<file path="config.mk">
export PLATFORM = sky130hd
export DESIGN_NAME = dither_reconstruct_flat
export DESIGN_NICKNAME = d
export VERILOG_FILES = /design/src/rtl/dither_pkg.sv /design/src/rtl/dither_reconstruct_if.sv /design/src/rtl/dither_linebuf.sv /design/src/rtl/dither_reconstruct.sv /design/src/flat_wrapper.sv
export SDC_FILE = /design/constraint.sdc
export NUM_CORES = 1
export LEC_CHECK = 0
export ABC_AREA = 1
export BUFFER_PORTS_ARGS = -buffer_cell sky130_fd_sc_hd__buf_2
export CELL_PAD_IN_SITES_DETAIL_PLACEMENT = 0
export CELL_PAD_IN_SITES_GLOBAL_PLACEMENT = 1
export CORE_MARGIN = 4
export CORE_UTILIZATION = 39
export CTS_CLUSTER_SIZE = 24
export DETAILED_ROUTE_END_ITERATION = 7
export PLACE_DENSITY = 0.65
export SETUP_SLACK_MARGIN = 0.5
export SLEW_MARGIN = 20
export SYNTH_ARGS = -nofsm -noshare
export SYNTH_HDL_FRONTEND = slang
export SYNTH_SLANG_ARGS = --single-unit
</file>
<file path="constraint.sdc">
create_clock -name clk -period 16.04 [get_ports clk]
set_clock_uncertainty 0.1 [all_clocks]
set_input_delay 0 -clock clk [delete_from_list [all_inputs] [get_ports clk]]
set_output_delay 0 -clock clk [all_outputs]
set_load 0.005 [all_outputs]
</file>
<file path="src/rtl/dither_pkg.sv">
// Shared definitions for the ordered-dither stage and its reconstruction.
package dither_pkg;

  // Thresholds of the 2x2 ordered-dither matrix, indexed by {vc[0], hc[0]}
  localparam logic [7:0] BAYER_T00 = 8'd32;
  localparam logic [7:0] BAYER_T01 = 8'd160;
  localparam logic [7:0] BAYER_T10 = 8'd224;
  localparam logic [7:0] BAYER_T11 = 8'd96;

  typedef logic [2:0]  win_cnt_t;
  typedef logic [10:0] coord_t;

  // Number of window taps that lie inside the frame
  typedef enum logic [1:0] {
    Taps1,
    Taps2,
    Taps4
  } taps_e;

  function automatic taps_e taps_for(logic hc_zero, logic vc_zero);
    if (hc_zero && vc_zero) begin
      return Taps1;
    end else if (hc_zero || vc_zero) begin
      return Taps2;
    end
    return Taps4;
  endfunction

  // Scale an on-count to grey for 2- and 4-tap windows, saturating at 255
  function automatic logic [7:0] sat_scale(win_cnt_t n, taps_e taps);
    logic [9:0] prod;
    prod = '0;
    unique case (taps)
      Taps4:   prod = {1'b0, n, 6'b0};
      Taps2:   prod = {n, 7'b0};
      default: prod = '0;
    endcase
    return (prod > 10'd255) ? 8'hff : prod[7:0];
  endfunction

endpackage

</file>
<file path="src/rtl/dither_reconstruct_if.sv">
// Pixel-stream bus between the dither stage and the reconstruction block.
interface dither_reconstruct_if;
  import dither_pkg::*;

  logic       pix_valid;
  coord_t     hc;
  coord_t     vc;
  logic [7:0] pixel_in;
  logic       out_valid;
  coord_t     hc_out;
  coord_t     vc_out;
  logic [7:0] gray_out;

  modport master (
    output pix_valid, hc, vc, pixel_in,
    input  out_valid, hc_out, vc_out, gray_out
  );

  modport slave (
    input  pix_valid, hc, vc, pixel_in,
    output out_valid, hc_out, vc_out, gray_out
  );

endinterface

</file>
<file path="src/rtl/dither_linebuf.sv">
// One-bit-wide line buffer holding the decoded bits of the previous line.
// Single synchronous port; the old contents are returned on the cycle they are overwritten.
module dither_linebuf #(
  parameter int unsigned Depth = 640,
  parameter int unsigned AddrW = 10
) (
  input  logic             clk,
  input  logic             we_i,
  input  logic [AddrW-1:0] addr_i,
  input  logic             wdata_i,
  output logic             rdata_o
);

  logic mem_q [Depth];
  logic rdata_q;

  // Read-before-write access; rdata holds between accesses
  always_ff @(posedge clk) begin
    if (we_i) begin
      rdata_q       <= mem_q[addr_i];
      mem_q[addr_i] <= wdata_i;
    end
  end

  assign rdata_o = rdata_q;

endmodule

</file>
<file path="src/rtl/dither_reconstruct.sv">
// Rebuilds a grey estimate from a 2x2 ordered-dither stream by counting the on
// pixels in the 2x2 window ending at each pixel. Two-stage pipeline, 1 pixel/clk.
module dither_reconstruct
  import dither_pkg::*;
#(
  parameter int unsigned LINE_W = 640,
  parameter logic [7:0]  THRESH = 8'd128,
  parameter logic [7:0]  ON     = 8'd255,
  parameter logic [7:0]  OFF    = 8'd0
) (
  input logic           clk,
  input logic           reset,
  dither_reconstruct_if.slave bus
);

  localparam int unsigned AddrW = (LINE_W > 1) ? $clog2(LINE_W) : 1;

  logic accept;
  logic bit_in;
  logic above_raw;

  // Pixels beyond the active line never touch the buffer or the pipeline
  assign accept = bus.pix_valid && !reset && (32'(bus.hc) < LINE_W);
  assign bit_in = (bus.pixel_in >= THRESH);

  dither_linebuf #(
    .Depth (LINE_W),
    .AddrW (AddrW)
  ) u_linebuf (
    .clk     (clk),
    .we_i    (accept),
    .addr_i  (bus.hc[AddrW-1:0]),
    .wdata_i (bit_in),
    .rdata_o (above_raw)
  );

  // Tap history and S1 stage; above arrives from the line buffer output
  logic   prev_b_q, prev_b_d;
  logic   have_prev_q, have_prev_d;
  logic   s1_valid_q, s1_valid_d;
  logic   s1_b_q, s1_b_d;
  logic   s1_left_q, s1_left_d;
  logic   s1_al_q, s1_al_d;
  coord_t s1_hc_q, s1_hc_d;
  coord_t s1_vc_q, s1_vc_d;

  // S2 / output stage
  logic       out_valid_q, out_valid_d;
  logic [7:0] gray_q, gray_d;
  coord_t     hc_out_q, hc_out_d;
  coord_t     vc_out_q, vc_out_d;

  // S1 next state: capture the pixel and its left / above-left taps
  always_comb begin
    prev_b_d    = prev_b_q;
    have_prev_d = have_prev_q;
    s1_valid_d  = accept;
    s1_b_d      = s1_b_q;
    s1_left_d   = s1_left_q;
    s1_al_d     = s1_al_q;
    s1_hc_d     = s1_hc_q;
    s1_vc_d     = s1_vc_q;
    if (accept) begin
      s1_b_d      = bit_in;
      s1_hc_d     = bus.hc;
      s1_vc_d     = bus.vc;
      s1_left_d   = prev_b_q;
      // Buffer output still holds the previous pixel's above bit until this edge
      s1_al_d     = have_prev_q & above_raw;
      prev_b_d    = bit_in;
      have_prev_d = 1'b1;
    end
  end

  logic       hc_zero, vc_zero;
  logic       above_m, left_m, al_m;
  win_cnt_t   win_n;
  taps_e      taps;
  logic [7:0] gray_calc;

  // S2 next state: mask out-of-frame taps, count, scale
  always_comb begin
    hc_zero   = (s1_hc_q == '0);
    vc_zero   = (s1_vc_q == '0);
    above_m   = above_raw & ~vc_zero;
    left_m    = s1_left_q & ~hc_zero;
    al_m      = s1_al_q & ~hc_zero & ~vc_zero;
    win_n     = win_cnt_t'(s1_b_q) + win_cnt_t'(left_m) + win_cnt_t'(above_m)
              + win_cnt_t'(al_m);
    taps      = taps_for(hc_zero, vc_zero);
    gray_calc = (taps == Taps1) ? ((win_n != '0) ? ON : OFF) : sat_scale(win_n, taps);

    out_valid_d = s1_valid_q;
    gray_d      = gray_q;
    hc_out_d    = hc_out_q;
    vc_out_d    = vc_out_q;
    if (s1_valid_q) begin
      gray_d   = gray_calc;
      hc_out_d = s1_hc_q;
      vc_out_d = s1_vc_q;
    end
  end

  // Pipeline and tap registers; reset drops anything in flight
  always_ff @(posedge clk) begin
    if (reset) begin
      prev_b_q    <= 1'b0;
      have_prev_q <= 1'b0;
      s1_valid_q  <= 1'b0;
      s1_b_q      <= 1'b0;
      s1_left_q   <= 1'b0;
      s1_al_q     <= 1'b0;
      s1_hc_q     <= '0;
      s1_vc_q     <= '0;
      out_valid_q <= 1'b0;
      gray_q      <= '0;
      hc_out_q    <= '0;
      vc_out_q    <= '0;
    end else begin
      prev_b_q    <= prev_b_d;
      have_prev_q <= have_prev_d;
      s1_valid_q  <= s1_valid_d;
      s1_b_q      <= s1_b_d;
      s1_left_q   <= s1_left_d;
      s1_al_q     <= s1_al_d;
      s1_hc_q     <= s1_hc_d;
      s1_vc_q     <= s1_vc_d;
      out_valid_q <= out_valid_d;
      gray_q      <= gray_d;
      hc_out_q    <= hc_out_d;
      vc_out_q    <= vc_out_d;
    end
  end

  assign bus.out_valid = out_valid_q;
  assign bus.gray_out  = gray_q;
  assign bus.hc_out    = hc_out_q;
  assign bus.vc_out    = vc_out_q;

endmodule

</file>
<file path="src/flat_wrapper.sv">
// flat-port wrapper written by rule: the top's interface ports become plain ports
module dither_reconstruct_flat import dither_pkg::*;
#(
  parameter int unsigned LINE_W = 640,
  parameter logic [7:0]  THRESH = 8'd128,
  parameter logic [7:0]  ON     = 8'd255,
  parameter logic [7:0]  OFF    = 8'd0
)
  (clk, reset, bus_pix_valid, bus_hc, bus_vc, bus_pixel_in, bus_out_valid, bus_hc_out, bus_vc_out, bus_gray_out);
  dither_reconstruct_if bus_i ();
  input logic clk;
  input logic reset;
  input wire logic [$bits(bus_i.pix_valid)-1:0] bus_pix_valid;
  input wire logic [$bits(bus_i.hc)-1:0] bus_hc;
  input wire logic [$bits(bus_i.vc)-1:0] bus_vc;
  input wire logic [$bits(bus_i.pixel_in)-1:0] bus_pixel_in;
  output wire logic [$bits(bus_i.out_valid)-1:0] bus_out_valid;
  output wire logic [$bits(bus_i.hc_out)-1:0] bus_hc_out;
  output wire logic [$bits(bus_i.vc_out)-1:0] bus_vc_out;
  output wire logic [$bits(bus_i.gray_out)-1:0] bus_gray_out;
  assign bus_i.pix_valid = bus_pix_valid;
  assign bus_i.hc = bus_hc;
  assign bus_i.vc = bus_vc;
  assign bus_i.pixel_in = bus_pixel_in;
  assign bus_out_valid = bus_i.out_valid;
  assign bus_hc_out = bus_i.hc_out;
  assign bus_vc_out = bus_i.vc_out;
  assign bus_gray_out = bus_i.gray_out;
  dither_reconstruct #(.LINE_W(LINE_W), .THRESH(THRESH), .ON(ON), .OFF(OFF)) u_core (.clk(clk), .reset(reset), .bus(bus_i));
endmodule
</file>
==> results of run 1 <==
## sequential cells by signal, summed over array words and instances, names as in the netlist
name / cells
u_core.bus.gray_out: 3
u_core.bus.hc_out: 11
u_core.bus.out_valid: 1
u_core.bus.vc_out: 11
u_core.have_prev_q: 1
u_core.out_valid_d: 1
u_core.prev_b_q: 1
u_core.s1_al_q: 1
u_core.s1_hc_q: 11
u_core.s1_left_q: 1
u_core.s1_vc_q: 11
u_core.u_linebuf.mem_q: 640
u_core.u_linebuf.rdata_o: 1
## cell usage after synthesis (5+ instances only)
| master | instances |
|---|---|
| buf_1 | 23 |
| dfxtp_1 | 53 |
| inv_1 | 34 |
| buf_6 | 6 |
| a21oi_1 | 29 |
| a22oi_1 | 32 |
| nor3_1 | 20 |
| o21ai_0 | 47 |
| nand2_1 | 1478 |
| buf_4 | 9 |
| buf_2 | 61 |
| edfxtp_1 | 641 |
| nand3_2 | 13 |
| nor3_4 | 7 |
| clkbuf_1 | 147 |
| nor2_1 | 737 |
| ha_1 | 5 |
| nand3_1 | 76 |
## worst max-delay path, stage by stage
cell and delay, ns:
dlygate4sd3_1 0.54, buf_2 0.16, inv_1 0.23, o211ai_1 0.13, dlygate4sd3_1 0.56, buf_4 0.22, inv_2 0.41, buf_4 0.54
nand3_1 0.92, nor2_1 0.37
## area by class of cell
class,count,area share
sequential,694,0.576
multi-input combinational,2460,0.280
clock buffer,98,0.0581
tap,1050,0.0373
timing repair buffer,155,0.0325
clock inverter,40,0.0107
inverter,44,0.00511
antenna,1,0.0000710
## cell families (layout without fill, tap and decap cells)
kind of cell	Yosys count	in the layout	synth area share
AND/OR/NAND/NOR	2340	2340	0.290
flip-flops	694	694	0.647
buffers and inverters	290	337	0.0398
AO/OA/AOI/OAI	114	114	0.0209
adder cells (fa/ha/maj)	6	6	0.00263
other	0	1	0
## power by group
part | switching, uW | leakage [uW] | internal (uW) | total [uW]
combinational | 178 | 0.00590 | 57.8 | 236
sequential | 2.80 | 0.00619 | 1980 | 1980
clock | 703 | 0.00118 | 1030 | 1730
## how the worst max path moves through the flow
stage	start	end	slack [ns]
detailed placement	bus_hc[1]	u_core.u_linebuf.mem_q[118]	11.74
global placement	bus_hc[1]	u_core.u_linebuf.mem_q[342]	11.38
global route	bus_hc[9]	u_core.u_linebuf.mem_q[33]	11.89
CTS	bus_hc[9]	u_core.u_linebuf.mem_q[544]	12.07
finish	bus_hc[9]	u_core.u_linebuf.mem_q[225]	12.08
floorplan	bus_pixel_in[7]	u_core.u_linebuf.mem_q[0]	4.21
## metrics by stage
stage	util	hold slack, ns	std cells	setup WS [ns]
6_report	0.444	0.198	4542	12.08
3_5_place_dp	0.409	0.165	4365	11.74
4_1_cts	0.444	0.142	4541	12.07
5_1_grt	0.444	0.172	4541	11.89
3_3_place_gp	0.408	0.165	4365	11.38
2_1_floorplan	-	0.0446	3444	4.21
## per-layer routing
| metal | part of all wire | track usage |
|---|---|---|
| met3 | 0.061 | 0.0281 |
| met4 | 0.027 | 0.0644 |
| met5 | 0 | 0 |
| met2 | 0.48 | 0.363 |
| met1 | 0.44 | 0.297 |
==> parameters.txt, run 1 <==
Parameter                              Value

Clock network
  Clock tree from TritonCTS    built
  Inserted Clock Buffers    between 70 and 80
  CTS Hold Buffers Added    38
  H-tree level count    3
  Cell at the root of the clock tree    clkbuf_16
  Total number of clock tree sinks    694
  Clock latency on the worst-skew pair    0.61 ns
  Longest Clk Path Bufs    3
  Post-CTS resize count    0
  Clock-pin slew of the registers on the worst-case setup and hold paths    approximately 0.06 ns
  Number of setup buffers added after CTS    0

Synthesis
  Area leader, netlist    edfxtp_1
  Synthesized instance count    ~3.4k
  Synth top area share    0.613
  Sequential-to-total area share from yosys stat    0.647
  Number of library cell types mapped by synthesis    30
  Synthesized cell area    31,400 um^2
  Top cells by area, synth    edfxtp_1 61%, nand2_1 18%, nor2_1 8.8%
  Net count of the mapped netlist    ~3.5k
  Per-instance average area after synthesis    9.12 um^2
  Count of flip-flops with a built-in enable after synthesis    roughly 640
  Synth warnings    0
  Dominant synthesized flop cell    edfxtp_1
  Async set-or-reset flop fraction in the synthesized netlist    0
  Number of flip-flops and latches in the synthesized netlist    694

Layout
  Most frequent cells in the layout    1,475 x nand2_1, 735 x nor2_1, 641 x edfxtp_1, 79 x clkbuf_16, 71 x nand3_1
  Number of nets at the end of the flow    3,471
  Fillers    7,849
  Area growth syn-to-layout    12.3%
  Summed area of non-filler cells in the final layout    35,300 um^2
  Proportion of layout cells with a drive suffix above 1    0.0733
  Storage cell area    20,300 um^2
  Most frequent standard cell in the layout excluding fill and tap cells    nand2_1
  Area occupied by multi-input gates    9890 um^2

Global routing
  Pin count of the biggest net entering global routing    about 170
  Total congestion overflow after global routing    0
  Global-route usage over all layers    0.217
  Number of antenna violations at the first check in global routing    0
  Global-route wire length before repair    around 140 mm
  Vias in the first global route    22.4k

Drt
  Residual DRC count    0
  Remaining number of nets flagged by the antenna check after routing    0
  Total number of vias    23.3k
  Count of TritonRoute iterations in the first routing pass    5
  Iter 0 DRT Violations    1,995
  Total Wirelength    93.6 mm
  Post-DR vias/cell    5.13
  DR WL/cell    20.6 um

Critical path
  Maximum fanout encountered on the critical timing path    30
  FF-to-FF setup slack    12.77 ns
  Capture instance of the worst register-to-register path    u_core.bus.gray_out[7]
  Required time at the worst-slack endpoint    16.23 ns
  Category of the critical setup timing path    primary input to flip-flop
  RR Startpoint    u_core.s1_hc_q[8]
  Arrival time reported for the critical path endpoint    4.15 ns
  Type of destination of the critical path    flip-flop
  Launching element type of the critical path    primary input
  Depth of the worst register-to-register path    15

Place
  Placed cell area    about 32,000 um^2
  Detail Placement HPWL    between 50 and 60 mm
  Global placement routability congestion    0.853
  Count of buffers inserted at the top-level ports    56

Worst hold path
  Worst hold path stage count    3
  Worst min-delay path startpoint    bus_hc[1]
  Worst hold path type    primary input to flip-flop
  Endpoint with the worst hold slack    u_core.u_linebuf.mem_q[443]

Pwr
  Overall power after layout    3950 uW
  Peak supply drop    0.0000713 V
  Leakage Power    0.0133 uW
  Total power divided by cell area    112 nW/um^2

Job
  Max-cap violation count    0

Timing
  Shortest period the worst path allows    3.96 ns
  Peak Freq    0.252 GHz
  Final count of pins violating max slew    0
  Relative max-transition margin    0.250
  Number of setup violations in the final report    0
  Number of hold-slack violations in the final timing report    0
  Actual slew at the worst max-slew pin    1.12 ns
  Unrepaired setup endpoints after global routing    false
  Period utilization    0.247
  Setup TNS    0 ns

Floorplan
  Vertical extent of the die    292 um
  Initial core utilization    0.395
  I/O pin total    64
  Placeable core region    79,400 um^2
  Die area    85,100 um^2
  Die boundary width    292 um
  Placement Rows    103

Outcome
  Run status    completed
Note: power is estimated with default switching activity, not from simulation.
==> run 2, diff against run 1 <==
Settings changed: ABC_AREA 1 to 0, PLACE_DENSITY 0.65 to 0.64.
Clock period 16.04 ns to 3.3 ns, I/O delays scaled along.
==> parameters.txt, run 2 <==
Parameter                              Value

Timing
  Relative max-transition margin    0.393 (+0.143)
  Peak Freq    ~0.37 GHz
  Number of hold-slack violations in the final timing report    0 (unchanged)
  Number of setup violations in the final report    0 (unchanged)
  Setup TNS    0 ns (unchanged)
  Unrepaired setup endpoints after global routing    true
  Post-Route Hold Slack    0.138 ns (-0.0600 ns)
  Final count of pins violating max slew    0 (unchanged)
  Final setup slack of the worst path    0.562 ns (-11.52 ns)
  Shortest period the worst path allows    between 2 and 3 ns
  Actual slew at the worst max-slew pin    0.909 ns (-0.214 ns)
  Period utilization    0.830

Drt
  DR WL/cell    25.4 um (+23%)
  Remaining number of nets flagged by the antenna check after routing    0 (unchanged)
  Count of TritonRoute iterations in the first routing pass    6 (+1)
  Residual DRC count    0 (unchanged)
  Total number of vias    19.3k (-17%)
  Iter 0 DRT Violations    2,117 (+6.1%)
  Post-DR vias/cell    5.57 (+8.5%)
  Total Wirelength    88.3 mm (-5.7%)

Floorplan
  Placement Rows    101 (-1.9%)
  I/O pin total    64 (unchanged)
  Die boundary width    284 um (-2.5%)
  Placeable core region    75,800 um^2 (-4.5%)
  Die area    80,900 um^2 (-4.9%)
  Vertical extent of the die    284 um (-2.5%)
  Initial core utilization    0.393 (-0.00237)

Synthesis
  Multiplexer share of the synthesized area    0.122 (+0.122)
  Area share of and/or/nand/nor cells after synthesis    0.123 (-0.166)
  Combinational family with the most area after synthesis    simple AND/OR/NAND/NOR gates
  Per-instance average area after synthesis    13.0 um^2 (+42%)
  Sequential-to-total area share from yosys stat    0.681 (+0.0345)
  Library cell with the highest instance count after synthesis    nor2_1
  Post-synthesis xor/xnor area fraction    0 (unchanged)
  Async set-or-reset flop fraction in the synthesized netlist    0 (unchanged)
  Compound-Gate Fraction of Synth Area    0.0392 (+0.0183)
  Synth warnings    0 (unchanged)
  Area leader, netlist    edfxtp_1
  Top cells by area, synth    edfxtp_1 65%, mux2i_1 8.5%, nor2_1 8.5%
  Synthesized cell area    29,800 um^2 (-5.1%)
  Most instantiated cells after synthesis    672 x nor2_1, 641 x edfxtp_1, 254 x mux2i_1, 140 x clkbuf_1, 110 x nand2_1
  Number of library cell types mapped by synthesis    56 (+87%)
  Net count of the mapped netlist    2,340 (-33%)
  Number of flip-flops and latches in the synthesized netlist    694 (unchanged)
  Synthesized instance count    2,301 (-33%)
  Post-synthesis share of cell area spent on full adders, half adders and majority gates    0.00277 (+0.000140)
  Dominant synthesized flop cell    edfxtp_1
  Count of flip-flops with a built-in enable after synthesis    641 (unchanged)
  Synth top area share    0.646 (+0.0327)

Clock network
  Clock latency on the worst-skew pair    0.63 ns (+0.02 ns)
  Longest Clk Path Bufs    3 (unchanged)
  Cell at the root of the clock tree    clkbuf_16
  Total number of clock tree sinks    694 (unchanged)
  Clock-pin slew of the registers on the worst-case setup and hold paths    0.06 ns (about the same)
  H-tree level count    3 (unchanged)
  Inserted Clock Buffers    77 (unchanged)
  Clock tree from TritonCTS    built

Place
  Placed cell area    31,800 um^2 (-2.0%)
  Global placement routability congestion    0.801 (-6.1%)
  Detail Placement HPWL    52.1 mm (-0.21%)
  Count of buffers inserted at the top-level ports    56 (unchanged)
  Post-place setup slack    0.293 ns (-11.45 ns)

Critical path
  Category of the critical setup timing path    primary input to flip-flop
  Arrival time reported for the critical path endpoint    3.13 ns (-1.02 ns)
  FF-to-FF setup slack    0.64 ns (-12.13 ns)
  Required time at the worst-slack endpoint    3.69 ns (-12.54 ns)
  Depth of the worst register-to-register path    11 (-4)
  Capture instance of the worst register-to-register path    u_core.bus.gray_out[7]
  Delay of the slowest cell on the worst path    0.72 ns (-0.20 ns)
  RR Startpoint    u_core.s1_hc_q[3]
  Launching element type of the critical path    primary input
  Slowest stage cell, crit path    or4b_2
  Type of destination of the critical path    flip-flop
  Maximum fanout encountered on the critical timing path    20 (-33%)
  Chain of cells forming the critical path    dlygate4sd3_1 -> buf_2 -> or4b_2 -> buf_4 -> o22ai_1 -> nor4_1 -> a31oi_1 -> nand4_1 -> and4_1 -> nand3_1

Worst hold path
  Endpoint with the worst hold slack    u_core.s1_left_q
  Worst hold path stage count    7 (+4)
  Worst min-delay path startpoint    bus_pix_valid
  Worst hold path type    primary input to flip-flop

Layout
  Number of nets at the end of the flow    2,470 (-29%)
  Area growth syn-to-layout    16.9%
  Number of flip-flops under the largest register name    640 (unchanged)
  Most frequent standard cell in the layout excluding fill and tap cells    nor2_1
  Register bank with the most flops    u_core.u_linebuf.mem_q
  Summed area of non-filler cells in the final layout    34,900 um^2 (-1.2%)
  Most frequent cells in the layout    672 x nor2_1, 641 x edfxtp_1, 254 x mux2i_1, 124 x buf_4, 108 x nand2_1
  Antenna cells    0 (-1)
  Post-layout util    0.460 (+0.0154)
  Proportion of layout cells with a drive suffix above 1    0.154 (+0.0808)
  Fillers    6,826 (-13%)

Pwr
  Leakage Power    0.0113 uW (-15%)
  Total power divided by cell area    539 nW/um^2 (+380%)
  Peak supply drop    0.000334 V (+370%)

Global routing
  Vias in the first global route    19.3k (-14%)
  Pin count of the biggest net entering global routing    157 (-9.2%)
  Global-route wire length before repair    129 mm (-7.9%)
  Global-route usage over all layers    0.215 (-0.00147)
  Number of antenna violations at the first check in global routing    0 (unchanged)
  Total congestion overflow after global routing    0 (unchanged)

Outcome
  Run status    completed

Job
  Max-cap violation count    0 (unchanged)
==> run 2: cell types whose count changed after synthesis, moves of 24 or more <==
cell / before / now
nand2_1: 1478 / 110
mux2i_1: 0 / 254
mux4_2: 0 / 48
o22ai_1: 1 / 93
nor2_1: 737 / 672
nand3_1: 76 / 12
inv_1: 34 / 10
o21ai_0: 47 / 22
==> run 2: area by class of cell <==
cell class,count,area [um^2],share of cell area
repair buffers,256,2220,0.0636
inverters,11,41.3,0.00118
well taps,978,1220,0.0351
flip-flops and latches,694,20300,0.583
multi-input cells,1391,8660,0.249
clock buffers,110,2160,0.0621
clock inverters,29,235,0.00675
==> run 2: timing repair <==
| action | CTS | global route |
|---|---|---|
| pin swaps | 1 | 4 |
| setup buffers | 1 | 0 |
| setup endpoints to repair | 3 | 29 |
| hold buffers | 55 | 0 |
| hold endpoints to repair | 185 | 0 |
| gates resized for setup | 4 | 13 |
==> run 2: logic make-up (layout without fill, tap and decap cells) <==
family	Yosys count	count (layout)
adder cells (fa/ha/maj)	6	6
buffers and inverters	216	406
AO/OA/AOI/OAI	185	185
AND/OR/NAND/NOR	897	897
flip-flops	694	694
multiplexers	303	303
==> run 2: worst max path at each step <==
stage	from	endpoint	slack, ns	depth (start not counted)
3_5_place_dp	u_core.s1_hc_q[3]	u_core.bus.gray_out[7]	0.29	11
4_1_cts	u_core.s1_hc_q[0]	u_core.bus.gray_out[7]	0.50	11
2_1_floorplan	u_core.s1_hc_q[3]	u_core.bus.gray_out[5]	0.62	11
3_3_place_gp	u_core.s1_hc_q[3]	u_core.bus.gray_out[7]	0.21	11
6_report	bus_hc[4]	u_core.u_linebuf.rdata_o	0.56	10
5_1_grt	u_core.s1_hc_q[3]	u_core.bus.gray_out[7]	0.50	11
==> run 2: metal layers <==
layer / vias to the layer above / routed length, um / share of wire / global-route usage
met5: - / 0 / 0 / 0
met4: 0 / 1970 / 0.022 / 0.0584
met3: 114 / 6400 / 0.073 / 0.0410
met2: 690 / 43000 / 0.49 / 0.360
met1: 9949 / 36900 / 0.42 / 0.290
li1: 8581 / - / - / -
==> run 2: worst max-delay path: cells and delay by family <==
family          cells  cell delay (ns)
compound gates      2             0.66
simple gates        5             1.39
buf+inv             3             1.07
==> run 2: where the power goes <==
group | switching (uW) | internal, uW
combinational | 595 | 351
clock | 3540 | 4670
sequential | 9.01 | 9610
total | 4140 | 14600
==> run 2: stage by stage <==
| stage | total power, uW | instances |
|---|---|---|
| 2_1_floorplan | 10400 | 2301 |
| 3_3_place_gp | 10700 | 3274 |
| 3_5_place_dp | 10700 | 3274 |
| 4_1_cts | 18900 | 3469 |
| 5_1_grt | 19400 | 3469 |
| 6_report | 18800 | 3469 |
